==> config.mk <==
export PLATFORM = sky130hd
export DESIGN_NAME = bus_dev_fifo
export DESIGN_NICKNAME = d
export VERILOG_FILES = /design/src/rtl/bus_dev_fifo.sv
export SDC_FILE = /design/constraint.sdc
export NUM_CORES = 1
export LEC_CHECK = 0
export CELL_PAD_IN_SITES_DETAIL_PLACEMENT = 1
export CELL_PAD_IN_SITES_GLOBAL_PLACEMENT = 2
export CORE_MARGIN = 4
export CORE_UTILIZATION = 25
export CTS_BUF_LIST = sky130_fd_sc_hd__clkbuf_16
export DETAILED_ROUTE_END_ITERATION = 16
export GPL_TIMING_DRIVEN = 0
export PLACE_DENSITY = 0.57
export SYNTH_ARGS = -nofsm -noshare
export SYNTH_HDL_FRONTEND = slang
export SYNTH_SLANG_ARGS = --single-unit
==> constraint.sdc <==
create_clock -name clk -period 5.49 [get_ports clk]
set_clock_uncertainty 0.2 [all_clocks]
set_input_delay 1.098 -clock clk [delete_from_list [all_inputs] [get_ports clk]]
set_output_delay 1.098 -clock clk [all_outputs]
set_load 0.02 [all_outputs]
==> src/rtl/bus_dev_fifo.sv <==
// Per-device FIFO pair between one device and the bus: a TX FIFO the bus drains and an
// ID-filtered RX FIFO the device reads. Both are show-ahead with counts and sticky error flags.
module bus_dev_fifo #(
  parameter int         pckg_sz   = 16,
  parameter int         depth     = 8,
  parameter logic [7:0] id        = 8'h00,
  parameter logic [7:0] broadcast = 8'hFF
) (
  input  logic                     clk,
  input  logic                     reset,
  input  logic                     dev_wr,
  input  logic [pckg_sz-1:0]       dev_din,
  output logic                     dev_full,
  input  logic                     dev_rd,
  output logic [pckg_sz-1:0]       dev_dout,
  output logic                     dev_valid,
  output logic                     pndng,
  output logic [pckg_sz-1:0]       D_pop,
  input  logic                     pop,
  input  logic                     push,
  input  logic [pckg_sz-1:0]       D_push,
  output logic [$clog2(depth):0]   tx_count,
  output logic [$clog2(depth):0]   rx_count,
  output logic [3:0]               err_flags,
  input  logic                     clr_flags,
  output logic [7:0]               drop_cnt
);

  localparam int aw = $clog2(depth);
  localparam int pw = aw + 1;
  localparam logic [pw-1:0] full_cnt = pw'(depth);

  logic [pckg_sz-1:0] tx_mem [depth];
  logic [pckg_sz-1:0] rx_mem [depth];
  logic [pw-1:0]      tx_wr_ptr, tx_rd_ptr, rx_wr_ptr, rx_rd_ptr;

  logic tx_empty, tx_full, tx_wr_ok, tx_pop_ok, tx_ovf_ev, tx_udf_ev;
  logic rx_empty, rx_full, rx_match, rx_push_ok, rx_rd_ok, rx_ovf_ev, rx_udf_ev, rx_drop;
  logic [3:0] err_new;

  assign tx_count = tx_wr_ptr - tx_rd_ptr;
  assign rx_count = rx_wr_ptr - rx_rd_ptr;
  assign tx_empty = (tx_count == '0);
  assign tx_full  = (tx_count == full_cnt);
  assign rx_empty = (rx_count == '0);
  assign rx_full  = (rx_count == full_cnt);

  // A full FIFO still accepts a write when the head leaves in the same cycle.
  assign tx_pop_ok = pop && !tx_empty;
  assign tx_wr_ok  = dev_wr && (!tx_full || pop);
  assign tx_ovf_ev = dev_wr && tx_full && !pop;
  assign tx_udf_ev = pop && tx_empty;

  assign rx_match   = (D_push[pckg_sz-1 -: 8] == id) || (D_push[pckg_sz-1 -: 8] == broadcast);
  assign rx_drop    = push && !rx_match;
  assign rx_rd_ok   = dev_rd && !rx_empty;
  assign rx_push_ok = push && rx_match && (!rx_full || dev_rd);
  assign rx_ovf_ev  = push && rx_match && rx_full && !dev_rd;
  assign rx_udf_ev  = dev_rd && rx_empty;

  assign err_new = {rx_ovf_ev, rx_udf_ev, tx_ovf_ev, tx_udf_ev};

  assign dev_full  = tx_full;
  assign pndng     = !tx_empty;
  assign dev_valid = !rx_empty;
  // Heads are gated so stale RAM contents never reach the outputs while empty.
  assign D_pop     = tx_empty ? '0 : tx_mem[tx_rd_ptr[aw-1:0]];
  assign dev_dout  = rx_empty ? '0 : rx_mem[rx_rd_ptr[aw-1:0]];

  always_ff @(posedge clk) begin
    if (tx_wr_ok)   tx_mem[tx_wr_ptr[aw-1:0]] <= dev_din;
    if (rx_push_ok) rx_mem[rx_wr_ptr[aw-1:0]] <= D_push;
  end

  always_ff @(posedge clk or negedge reset) begin
    if (!reset) begin
      tx_wr_ptr <= '0;
      tx_rd_ptr <= '0;
      rx_wr_ptr <= '0;
      rx_rd_ptr <= '0;
      err_flags <= '0;
      drop_cnt  <= '0;
    end else begin
      if (tx_wr_ok)   tx_wr_ptr <= tx_wr_ptr + 1'b1;
      if (tx_pop_ok)  tx_rd_ptr <= tx_rd_ptr + 1'b1;
      if (rx_push_ok) rx_wr_ptr <= rx_wr_ptr + 1'b1;
      if (rx_rd_ok)   rx_rd_ptr <= rx_rd_ptr + 1'b1;
      // A clear loses to an error raised in the same cycle.
      err_flags <= clr_flags ? err_new : (err_flags | err_new);
      if (clr_flags)
        drop_cnt <= '0;
      else if (rx_drop && drop_cnt != 8'hFF)
        drop_cnt <= drop_cnt + 8'd1;
    end
  end

endmodule

==> impl_metrics.py <==
metrics = {
    "outcome": {
        "status": "complete, no violations",
    },
    "pwr": {
        "ir_worst_vdd_mv": 0.349,
        "power_density_mw_per_mm2": 547,
        "p_total_uw": 7940,
        "power.leakage_uw": 0.00484,
    },
    "finish": {
        "final_common_cell": "edfxtp_1",
        "syn2layout_area_growth_pct": 27.1,
        "drive_above_1_share_pct": 23.2,
        "utilization_pct": 32.0,
        "num-fill-cells": 4667,
        "multiInputGateArea_mm2": 0.00288,
        "regArea_mm2": 0.00839,
        "nNetsFinal": 822,
        "fin_area_mm2": 0.0145,
        "final_cell_mix": "edfxtp_1 (256), clkdlybuf4s50_1 (91), nand2_1 (70), mux4_2 (64), a21oi_1 (41)",
    },
    "critical_path": {
        "startpoint": "tx_rd_ptr[2]",
        "end_kind": "output port",
        "cp-start-kind": "register",
        "rr_startpoint": "rx_rd_ptr[1]",
        "crit_arrival_ns": 3.93,
        "cp_data_required_time_ns": 4.19,
        "worst-setup-path-type": "reg -> out",
        "crit_fanout": 10,
    },
    "synthesis": {
        "syn_inst": 624,
        "ys_ff_latch": 284,
        "synthArstFlopShare_pct": 9.86,
        "synth_top_flop_cell": "edfxtp_1",
        "netlist_area_mm2": 0.0114,
        "syn_avg_cell_area_um2": 18.3,
        "synth-edff-count": 256,
        "yosys_warnings": 0,
        "synth_cell_types": 43,
        "synth_fp_nets": 676,
        "seq_area_frac_synth_pct": 73.5,
    },
    "die": {
        "core_area_mm2": 0.0453,
        "start_util_pct": 25.2,
        "die_area_mm2": 0.0492,
        "die_w_um": 222,
        "pin_count": 94,
        "rows": 78,
        "die-height_um": 222,
    },
    "grt": {
        "grt_antenna_before_repair": 1,
        "grt_pass1_vias": 6844,
        "grtUsageTotal_pct": 11.6,
        "overflow": 0,
        "grt_pass1_wl_mm": 44.0,
        "grt_max_degree": 29,
    },
    "placed_design": {
        "port_buffers": 92,
        "dp_hpwl_mm": 19.4,
        "place_area_mm2": 0.0134,
        "globalplace.congestion": 0.704,
    },
    "clock_tree": {
        "clk_pin_slew_ns": 0.06,
        "clock_sinks": 284,
        "cts_root_buffer": "clkbuf_16",
        "cts-htree-levels": 2,
        "clockBufferDepth": 3,
        "post_cts_buffers": 0,
        "tritoncts": "yes",
        "clkLatencyLatePin_ns": 0.51,
        "hold_buffers": 0,
        "cts_made_buffers": 34,
    },
    "route": {
        "detail_route.first_pass.iterations": 4,
        "route.detailed.wl_per_inst_um": 20.3,
        "wl_mm": 28.3,
        "drt_iter0_markers": 280,
        "route.detailed.drc": 0,
        "num_vias": 6100,
        "routed_via_density": 4.37,
        "drtAntennaViolNets": 0,
    },
    "timing": {
        "slew_viol_final": 0,
        "timing.hold.ws_ns": 0.290,
        "fmax_mhz": 191,
        "slew_headroom_pct": 29.2,
        "period_needed_ns": 5.23,
        "rsz0062_at_grt": "false",
        "timing.final.crit_share_pct": 95.2,
        "worst_slew_pin_slew_ns": 1.06,
        "hold_viol": 0,
        "setup_viol": 0,
    },
    "hold_path": {
        "hp-class": "reg -> reg",
        "min-delay-start": "rx_wr_ptr[3]",
    },
    "flow_run": {
        "cap_violations": 0,
    },
}
critical path: stages (launching register included):
cell and delay [ns]:
dfrtp_2 0.51, clkinv_2 0.20, clkbuf_2 0.30, ha_1 0.40, xor2_1 0.18, or3_4 0.35
o21ba_2 0.27, buf_2 0.25, buf_4 0.26, a21oi_1 0.11, clkdlybuf4s50_1 0.57
layer usage:
layer / share of wire, % / wire length, um / up-vias / track usage [%]
met4: 1.7 / 481 / 2 / 2.66
met2: 49 / 13900 / 129 / 19.8
li1: - / - / 2763 / -
met3: 4.8 / 1360 / 49 / 2.61
met1: 44 / 12600 / 3157 / 15.1
met5: 0.035 / 10 / - / 0
sequential cells by signal, indices dropped and copies added (netlist names):
| register | flops |
|---|---|
| drop_cnt | 8 |
| err_flags | 4 |
| rx_mem | 128 |
| rx_rd_ptr | 4 |
| rx_wr_ptr | 4 |
| tx_mem | 128 |
| tx_rd_ptr | 4 |
| tx_wr_ptr | 4 |
metrics by stage:
stage / TNS, ns / instances / setup slack, ns
floorplan: 0 / 624 / 1.11
global placement: -83.36 / 1316 / -1.38
detailed placement: -1.12 / 1338 / -0.155
CTS: 0 / 1394 / 0.0628
global route: 0 / 1394 / 0.00666
finish: 0 / 1395 / 0.264
repair_timing:
item                                    CTS  global route
resized for setup                         9             2
endpoints found under the setup margin   35            10
cloned                                    0             0
hold endpoints to repair                  0             0
synth_stat cells (10+ instances only):
| master | instances | area [um2] |
|---|---|---|
| edfxtp_1 | 256 | 7690 |
| buf_2 | 10 | 50.1 |
| nand3_1 | 12 | 60.1 |
| nand2_1 | 70 | 263 |
| dfrtp_1 | 28 | 701 |
| a21oi_1 | 41 | 205 |
| nor2_1 | 10 | 37.5 |
| inv_1 | 16 | 60.1 |
| ha_1 | 11 | 138 |
| mux4_2 | 64 | 1440 |
| clkbuf_1 | 15 | 56.3 |
report_power, final:
group          total, uW  internal, uW  leakage (uW)  switching (uW)
clock               2160          1300      0.000571             861
combinational       3060          1380       0.00160            1670
sequential          2720          2580       0.00267             137
total               7940          5270       0.00484            2670
area by class of cell:
class | count | share of cell area [%]
diodes | 1 | 0.0172
repair buffers | 114 | 8.32
multi-input cells | 292 | 19.8
flip-flops and latches | 284 | 57.8
clock inverters | 23 | 1.04
inverters | 18 | 0.483
clock buffers | 37 | 6.38
well taps | 600 | 5.17
plain buffers | 26 | 0.914
logic make-up after synthesis:
kind of cell               after synthesis  share of synthesized area (%)
AOI/OAI and AO/OA                       59                           3.14
xor gates and xnor gates                16                           1.23
adders and majority gates               13                           1.56
buffers and inverters                   48                           1.82
DFF                                    284                           73.5
muxes                                   68                           13.0
and+or+nand+nor                        136                           5.79
worst paths after layout:
path	to	slack [ns]	cells past startpoint
max	D_pop[13]	0.26	10
min	rx_wr_ptr[3]	0.29	1
max reg2reg	rx_mem[0][6]	1.52	11
min reg2reg	rx_wr_ptr[3]	0.29	1
max in group asynchronous	rx_rd_ptr[2]	4.10	1
min in group asynchronous	err_flags[1]	0.45	1
No activity file was read; power rests on OpenSTA's default activity.
